===== src/rtl/block_transfer_pkg.sv =====
// Shared types, instruction field positions and helpers for the LDM/STM sequencer.
package block_transfer_pkg;

  typedef enum logic [2:0] {
    IDLE  = 3'd0,
    SETUP = 3'd1,
    XFER  = 3'd2,
    WB    = 3'd3,
    DONE  = 3'd4
  } state_t;

  // Encoded as {P, U} so the mode can be cast straight from the instruction bits
  typedef enum logic [1:0] {
    DA = 2'b00,
    IA = 2'b01,
    DB = 2'b10,
    IB = 2'b11
  } addr_mode_t;

  localparam int P_BIT  = 24;
  localparam int U_BIT  = 23;
  localparam int W_BIT  = 21;
  localparam int L_BIT  = 20;
  localparam int RN_MSB = 19;
  localparam int RN_LSB = 16;

  function automatic logic [4:0] popcount16(input logic [15:0] v);
    logic [4:0] c;
    c = '0;
    for (int i = 0; i < 16; i++) begin
      c = c + 5'(v[i]);
    end
    return c;
  endfunction

  function automatic logic [31:0] word_align(input logic [31:0] a);
    return {a[31:2], 2'b00};
  endfunction

endpackage


===== src/rtl/block_transfer_ctl_lowest_set_bit.sv =====
// 16-bit priority encoder: index of the lowest set bit plus a valid flag.
// Purely combinational, no backpressure.
module lowest_set_bit (
  input  logic [15:0] vec,
  output logic [3:0]  idx,
  output logic        vld
);

  always_comb begin
    idx = '0;
    vld = |vec;
    // Walk downward so the lowest set bit is the last (winning) assignment
    for (int i = 15; i >= 0; i--) begin
      if (vec[i]) begin
        idx = 4'(i);
      end
    end
  end

endmodule


===== src/rtl/block_transfer_ctl.sv =====
// LDM/STM sequencer: stalls fetch, walks the register list one word per memory beat, then writes back Rn.
// Latency 1 + n + W + 1 cycles after start with zero-wait memory; each beat holds until mem_ready or WAIT_LIMIT.
module block_transfer_ctl
  import block_transfer_pkg::*;
#(
  parameter int WAIT_LIMIT = 255,
  parameter int WORD_BYTES = 4
) (
  input  logic        clk,
  input  logic        reset,
  input  logic        start,
  input  logic [31:0] instr,
  input  logic [31:0] base_value,
  output logic        busy,
  output logic        mem_req,
  output logic        mem_we,
  output logic [31:0] mem_addr,
  input  logic        mem_ready,
  output logic [3:0]  reg_addr,
  output logic        load_write,
  output logic        base_write,
  output logic [31:0] base_wb_value,
  output logic        pc_written,
  output logic        done,
  output logic        error
);

  localparam int WCW = (WAIT_LIMIT > 1) ? $clog2(WAIT_LIMIT) : 1;
  localparam logic [WCW-1:0] WAIT_LAST = WCW'(WAIT_LIMIT - 1);

  state_t          state;
  logic            p_q, u_q, w_q, l_q;
  logic [3:0]      rn_q;
  logic [15:0]     list_full;
  logic [15:0]     list_q;
  logic [31:0]     base_q;
  logic [31:0]     wb_hold;
  logic [WCW-1:0]  wait_cnt;

  logic [4:0]      n_regs;
  logic [31:0]     span;
  logic [31:0]     start_addr;
  logic [31:0]     wb_val;
  logic [15:0]     list_rem;
  logic [15:0]     enc_in;
  logic [3:0]      next_reg;
  logic            next_vld;
  addr_mode_t      mode;

  always_comb begin
    mode   = addr_mode_t'({p_q, u_q});
    n_regs = popcount16(list_q);
    span   = 32'(n_regs) * 32'(WORD_BYTES);
    wb_val = u_q ? (base_q + span) : (base_q - span);
    case (mode)
      IA:      start_addr = base_q;
      IB:      start_addr = base_q + 32'(WORD_BYTES);
      DA:      start_addr = base_q - span + 32'(WORD_BYTES);
      default: start_addr = base_q - span;
    endcase
  end

  // In SETUP the encoder sees the whole list; in XFER it sees the list minus the beat in flight
  assign list_rem = list_q & ~(16'(1) << reg_addr);
  assign enc_in   = (state == SETUP) ? list_q : list_rem;

  lowest_set_bit u_lsb (
    .vec (enc_in),
    .idx (next_reg),
    .vld (next_vld)
  );

  assign load_write = mem_req & mem_ready & l_q;

  always_ff @(posedge clk) begin
    if (!reset) begin
      state         <= IDLE;
      p_q           <= 1'b0;
      u_q           <= 1'b0;
      w_q           <= 1'b0;
      l_q           <= 1'b0;
      rn_q          <= '0;
      list_full     <= '0;
      list_q        <= '0;
      base_q        <= '0;
      wb_hold       <= '0;
      wait_cnt      <= '0;
      busy          <= 1'b0;
      mem_req       <= 1'b0;
      mem_we        <= 1'b0;
      mem_addr      <= '0;
      reg_addr      <= '0;
      base_write    <= 1'b0;
      base_wb_value <= '0;
      pc_written    <= 1'b0;
      done          <= 1'b0;
      error         <= 1'b0;
    end else begin
      base_write    <= 1'b0;
      base_wb_value <= '0;
      pc_written    <= 1'b0;
      done          <= 1'b0;
      error         <= 1'b0;

      case (state)
        IDLE: begin
          if (start) begin
            p_q       <= instr[P_BIT];
            u_q       <= instr[U_BIT];
            w_q       <= instr[W_BIT];
            l_q       <= instr[L_BIT];
            rn_q      <= instr[RN_MSB:RN_LSB];
            list_full <= instr[15:0];
            list_q    <= instr[15:0];
            base_q    <= base_value;
            busy      <= 1'b1;
            state     <= SETUP;
          end
        end

        SETUP: begin
          wb_hold  <= wb_val;
          wait_cnt <= '0;
          if (list_q == '0) begin
            done  <= 1'b1;
            state <= DONE;
          end else begin
            mem_req  <= 1'b1;
            mem_we   <= ~l_q;
            mem_addr <= word_align(start_addr);
            reg_addr <= next_reg;
            state    <= XFER;
          end
        end

        XFER: begin
          if (mem_ready) begin
            wait_cnt <= '0;
            list_q   <= list_rem;
            if (next_vld) begin
              mem_addr <= word_align(mem_addr + 32'(WORD_BYTES));
              reg_addr <= next_reg;
            end else begin
              mem_req  <= 1'b0;
              mem_we   <= 1'b0;
              mem_addr <= '0;
              reg_addr <= '0;
              if (w_q) begin
                // A load into Rn keeps the loaded value rather than the writeback
                base_write    <= ~(l_q & list_full[rn_q]);
                base_wb_value <= wb_hold;
                state         <= WB;
              end else begin
                done       <= 1'b1;
                pc_written <= l_q & list_full[15];
                state      <= DONE;
              end
            end
          end else if (wait_cnt == WAIT_LAST) begin
            mem_req  <= 1'b0;
            mem_we   <= 1'b0;
            mem_addr <= '0;
            reg_addr <= '0;
            done     <= 1'b1;
            error    <= 1'b1;
            state    <= DONE;
          end else begin
            wait_cnt <= wait_cnt + 1'b1;
          end
        end

        WB: begin
          done       <= 1'b1;
          pc_written <= l_q & list_full[15];
          state      <= DONE;
        end

        DONE: begin
          busy  <= 1'b0;
          state <= IDLE;
        end

        default: begin
          busy  <= 1'b0;
          state <= IDLE;
        end
      endcase
    end
  end

endmodule


===== config.mk =====
export PLATFORM = sky130hd
export DESIGN_NAME = block_transfer_ctl
export DESIGN_NICKNAME = d
export VERILOG_FILES = /design/src/rtl/block_transfer_pkg.sv /design/src/rtl/block_transfer_ctl_lowest_set_bit.sv /design/src/rtl/block_transfer_ctl.sv
export SDC_FILE = /design/constraint.sdc
export NUM_CORES = 1
export LEC_CHECK = 0
export CORE_ASPECT_RATIO = 2
export CORE_MARGIN = 10
export CORE_UTILIZATION = 55
export CTS_CLUSTER_DIAMETER = 80
export DETAILED_ROUTE_END_ITERATION = 7
export PLACE_DENSITY_LB_ADDON = 0.12
export SLEW_MARGIN = 10
export SYNTH_ARGS = -nofsm -noshare
export SYNTH_HDL_FRONTEND = slang
export SYNTH_SLANG_ARGS = --single-unit

===== constraint.sdc =====
create_clock -name clk -period 16.98 [get_ports clk]
set_input_delay 3.396 -clock clk [delete_from_list [all_inputs] [get_ports clk]]
set_output_delay 3.396 -clock clk [all_outputs]
set_load 0.005 [all_outputs]

# --- Yosys cells after proc, flatten, opt, wreduce, memory -nomap -nowiden ---
# Cells that the tools add are included.
totals:
  reg_bits: 190
  latchBits: 0
  mem_bits_rw: 0
  romBits: 0
  input_bits: 68
  out_inout_bits: 76
  word_cells: 148
  memories: 0
classes:
  n_addsub: 21
  multipliers: 0
  n_div: 0
  order_cmp: 1
  eq_ne: 12
  n_shift: 1
  muxes: 63
  n_bitwise: 13
  reduce_logical: 16
op_table:
  columns: ["cell", "count"]
  rows:
  - ["2-to-1 mux 32 bit", 5]
  - ["adder 32 x 3 -> 32 bit (second input constant)", 3]
  - ["case mux 32 bit (3 select lines)", 1]
  - ["2-to-1 mux 4 bit", 20]
  - ["case mux 32 bit (2 select lines)", 1]
  - ["adder 5 x 1 -> 5 bit", 11]
  - ["2-to-1 mux 16 bit", 3]
  - ["adder 32 x 7 -> 32 bit", 1]
  - ["case mux 16 bit (2 select lines)", 1]
  - ["subtractor 32 x 7 -> 32 bit", 1]
  - ["OR reduction 20 bit", 1]
  - ["2-to-1 mux 3 bit", 6]
  - ["AND 16 bit", 1]
  - ["logical NOT 16 bit", 1]
  - ["2-to-1 mux 8 bit", 2]
  - ["NOT 16 bit", 1]
  - ["case mux 8 bit (2 select lines)", 1]
  - ["OR reduction 16 bit", 1]
  - ["left shift 1 x 4 -> 16 bit (first input constant)", 1]
  - ["2-to-1 mux 1 bit", 15]
  - ["case mux 3 bit (4 select lines)", 1]
  - ["!= test 3 bit (second input constant)", 3]
  - ["AND reduction 3 bit", 3]
  - ["adder 8 x 1 -> 8 bit (second input constant)", 1]
  - ["23 further kinds", 42]

# --- Depth between registers and ports, before layout ---
logic_depth:
  depth_word: 23
  mapped_depth: 25
  mapped_depth_nobuf: 23

# --- Modules after synthesis ---
# From an unflattened synthesis, not the netlist that was laid out.
hier_totals:
  cells_unflattened: 1602
  area_unflattened_um2: 11895.2
by_module_without_submodules:
  columns: ["mod", "n_inst", "cells_per_inst", "area_each_um2", "seq_area_each_um2"]
  rows:
  - ["block_transfer_ctl", 1, 1568, 11718.7, 3763.6]
  - ["lowest_set_bit", 1, 34, 176.4, 0.0]

# --- Least setup slack after synthesis ---
# Ideal clock, no wire load.
synth_path:
  path_type: "input port to output port"
  from: "input port mem_ready"
  to: "output port load_write"
  t_arrival_ns: 3.822
  required_time_ns: 13.584
  setup_slack_ns: 9.762
  path_stages: 2
  n_path_buf: 1
  path_cell_list: "clkbuf_1 -> and3_1"
synth_between:
  elab_chain_cells: 2
synth_lines:
  columns: ["element", "line_no", "source"]
  rows:
  - ["start: declaration", "block_transfer_ctl.sv:18", "input logic mem_ready,"]
  - ["AND 1 bit (2 in a row)", "block_transfer_ctl.sv:73", "assign load_write = mem_req & mem_ready & l_q;"]
  - ["end: declaration", "block_transfer_ctl.sv:20", "output logic load_write,"]
# No other way between the ends.

# --- Worst setup path after layout ---
# Ends and elaborated chain as after synthesis.

==> impl_summary.md <==
Global routing
The total routing usage reported by global routing is 28.6%. The number of antenna violations at the first check in global routing is 0. The first-pass GRT wire length is 66400 um. The residual overflow from global routing is 0. The via count of the first global-routing pass was 12220. Entering global routing, the biggest net connects 80 pins.

Clock tree
CTS saw 188 sinks. The post-CTS setup buffer count is 0. The total of hold buffers inserted after clock tree synthesis is 0. The maximum buffer depth of the clock tree is 2. The clock insertion delay at the later pin of the skew report is 0.46 ns.

TritonCTS built the clock tree. Post-CTS repair changed the size of 0 cells. The root buffer cell is sky130_fd_sc_hd__clkbuf_16. The H-tree generated during clock tree synthesis spans 4 levels. After clock tree synthesis, the clock-pin slew on the worst setup and hold paths is 0.06 ns. The number of clock buffers inserted by TritonCTS is 17.

Yosys
The count of distinct cell types in the synthesized netlist is 91. For this run, the number of Yosys warnings is 0. Yosys mapped a number of flops with a built-in enable equal to 0. By area the synthesized netlist is led by sky130_fd_sc_hd__dfxtp_1, sky130_fd_sc_hd__nand2_1, sky130_fd_sc_hd__a21oi_1.

The area fraction in compound gates after synthesis is 23.5%. Of all cell types, the one taking the most synthesized area is sky130_fd_sc_hd__dfxtp_1. By area, the combinational part of the netlist is dominated by simple AND/OR/NAND/NOR gates.

Ranked by instance count, the synthesized netlist is headed by sky130_fd_sc_hd__nand2_1, sky130_fd_sc_hd__dfxtp_1, sky130_fd_sc_hd__a21oi_1, sky130_fd_sc_hd__nor2_1, sky130_fd_sc_hd__clkbuf_1. The synthesized netlist devotes 6.71% of its cell area to XOR and XNOR gates. The area fraction in and, or, nand and nor cells after synthesis is 26.6%. Among all cell types in the netlist, the one instantiated most often is sky130_fd_sc_hd__nand2_1. The synthesized flop and latch total is 188. The adder-cell area share of the yosys netlist is 4.46%. The multiplexer fraction of the synthesized cell area is 1.79%.

The most used flip-flop cell after synthesis is sky130_fd_sc_hd__dfxtp_1. The area share of the largest cell type after synthesis is 31.0%. Sequential elements use 31.0% of the synthesized area. The fraction of synthesis flops using an asynchronous set or reset pin is 0%.

The cell area that synthesis handed to floorplanning was 0.0121 mm^2. The mean post-synth cell area is 7.50 um^2. The cell count after synthesis came out at 1617.

STA
The final setup violation count is 0. Measured against its own limit, the worst slew margin works out to 23.0%. The maximum clock rate is 119 MHz. The setup total negative slack is 0 ns. The number of endpoints with negative hold slack in the final report is 0.

The minimum period implied by the final worst setup slack is 8.38 ns. At the pin with the least slew margin, the transition time is 1.15 ns. The setup skew after layout is 0.0123 ns. Setup repair after global routing left no endpoint under its margin. The number of pins with negative max-slew slack in the final report is 0. In the post-route analysis, the smallest setup slack over all paths is 8.60 ns. The share of the clock period used by the worst path after layout is 49.4%.

Placed design
The half-perimeter wire length after placement is 31900 um. At the end of routability-driven placement, the weighted congestion stood at 0.990. In this run the tool buffered the top-level ports with 133 buffer cells. At the placement stage, the worst setup path has a slack of 8.63 ns.

Status
The flow ran to the end, and the final reports show no timing, DRC or antenna violations.

Worst setup path
The signal on the critical path passes through clkdlybuf4s50_1, and3_1, clkdlybuf4s50_1. For the worst setup path, the data arrival time is 4.99 ns. The largest stage delay on the critical path is 0.84 ns. Counting both buffers and inverters, the worst setup path holds a total of 2. The required time of the critical path is 13.58 ns. The cell with the largest stage delay on the worst path is sky130_fd_sc_hd__clkdlybuf4s50_1. The cell repeated most along the worst path is sky130_fd_sc_hd__clkdlybuf4s50_1. STA classifies the critical path startpoint as an input port.

The worst setup path is captured at an output pin. On the critical path the largest part of the delay comes from buffers and inverters. In this run the worst path has a maximum fanout of 11.

The critical path is of the input port to output pin type.

Flow run
Across the run, the number of max-cap violations was 0.

Worst hold path
The path class of the tightest hold or removal check is flip-flop to flip-flop.

Route
After detailed routing, the average wire length per cell comes to 21.6 um. The remaining number of nets flagged by the antenna check after routing is 0. The total via count after detailed routing is 12276. The routed design has 42200 um of wire. For this run, the detailed router's first-pass iteration total came to 5. The violation count after the first detailed-route iteration is 917. The DRC violation count after routing is 0. The detail-routed via count per cell is 6.28.

Layout
The growth of design area from synthesis to finish is 15.9%. The final cell utilization of the core is 64.9%. After the last flow step, the layout net total stands at 1773.

In the final layout, the share of cells above drive strength 1 is 6.19%.

Floorplanning
The overall die height is 230 um. For this design the top-level I/O count stands at 144. From left edge to right edge, the die measures 125 um. The initial utilization of the core area, before any placement, comes to 55.9%.

The floorplan step defined a die boundary enclosing 0.0288 mm^2. Row generation in the floorplan step produced 76 rows. The total area inside the core boundary comes to 0.0217 mm^2.

Power
The leakage component of the power is 5.14 nW. In this run the power density over the cells is 116 mW/mm^2. IR analysis of the VDD net gives a maximum drop of 95.5 uV.
cell type report:
class | count | area (um^2)
flip-flops and latches | 188 | 3760
inverters | 56 | 213
repair buffers | 155 | 1500
fillers | 1977 | 7620
multi-input cells | 1251 | 7690
clock inverters | 13 | 131
clock buffers | 18 | 429
well taps | 273 | 342
diodes | 1 | 2.50
cell families after synthesis:
family,count (synthesis)
mux,15
other cells,1
fa+ha+maj,36
compound gates,454
buf+inv,179
flops,188
xor+xnor,92
simple gates,652
layer usage:
metal | vias to the layer above | part of all wire [%] | GRT usage [%]
met1 | 5797 | 35 | 28.6
met2 | 502 | 53 | 52.3
met5 | - | 0 | 0
met4 | 0 | 6.6 | 19.2
li1 | 5840 | - | -
met3 | 137 | 5.4 | 5.12
state kept, by name (all words and copies together) (netlist names), 3 cells and up:
name and flops:
wait_cnt 8, reg_addr 4, rn_q 4, base_q 32, list_q 16, wb_hold 32, list_full 16, state 3
base_wb_value 32, mem_addr 30
cells in the final DEF (no fill, tap or decap), types with 23 or more instances in the layout:
| cell | count |
|---|---|
| sky130_fd_sc_hd__nand3_1 | 54 |
| sky130_fd_sc_hd__and2_1 | 45 |
| sky130_fd_sc_hd__a21oi_1 | 187 |
| sky130_fd_sc_hd__nand2_1 | 252 |
| sky130_fd_sc_hd__xor2_1 | 38 |
| sky130_fd_sc_hd__dfxtp_1 | 188 |
| sky130_fd_sc_hd__clkdlybuf4s50_1 | 133 |
| sky130_fd_sc_hd__o21ai_0 | 82 |
| sky130_fd_sc_hd__nor2_1 | 98 |
| sky130_fd_sc_hd__and3_1 | 23 |
| sky130_fd_sc_hd__nor3_1 | 45 |
| sky130_fd_sc_hd__nand4_1 | 30 |
| sky130_fd_sc_hd__ha_1 | 24 |
| sky130_fd_sc_hd__xnor2_1 | 53 |
| sky130_fd_sc_hd__inv_1 | 52 |
path summary, 6_finish.rpt:
check | from | endpoint | slack [ns] | depth (start not counted)
worst max register to register | list_q[5] | mem_addr[31] | 9.68 | 19
worst min-delay path | wb_hold[20] | wb_hold[20] | 0.45 | 2
worst min register to register | wb_hold[20] | wb_hold[20] | 0.45 | 2
worst max-delay path | mem_ready | load_write | 8.60 | 3
worst register-to-register path, cell delays in order, from the launching register on:
cell and delay, ns:
sky130_fd_sc_hd__dfxtp_1 0.51, sky130_fd_sc_hd__inv_1 0.14, sky130_fd_sc_hd__fa_1 0.59, sky130_fd_sc_hd__fa_1 0.46, sky130_fd_sc_hd__fa_1 0.49, sky130_fd_sc_hd__fa_1 0.50, sky130_fd_sc_hd__inv_1 0.05, sky130_fd_sc_hd__ha_1 0.20
sky130_fd_sc_hd__fa_1 0.41, sky130_fd_sc_hd__xor2_1 0.36, sky130_fd_sc_hd__ha_1 0.40, sky130_fd_sc_hd__nor2b_1 0.20, sky130_fd_sc_hd__a211oi_1 0.51, sky130_fd_sc_hd__o221ai_1 0.33, sky130_fd_sc_hd__a21oi_1 0.47, sky130_fd_sc_hd__o211ai_2 0.32
sky130_fd_sc_hd__nor4_4 0.45, sky130_fd_sc_hd__nand4_2 0.20, sky130_fd_sc_hd__mux2_4 0.34, sky130_fd_sc_hd__o31a_1 0.27
metrics by stage:
step	cell area [um^2]	std cells	power, mW	hold slack (ns)
4_1_cts	14100	1954	1.62	0.448
6_report	14100	1955	1.62	0.446
3_5_place_dp	13500	1923	1.22	0.434
3_3_place_gp	13500	1923	1.22	0.428
2_1_floorplan	12100	1618	1.01	0.421
5_1_grt	14100	1954	1.71	0.468
where the power goes:
group | leakage [nW] | switching [mW] | internal (mW)
Sequential | 1.53 | 0.0452 | 0.471
Clock | 0.276 | 0.186 | 0.205
Combinational | 3.33 | 0.441 | 0.276
Total | 5.14 | 0.672 | 0.953
Power figures use the tool's default switching activity.
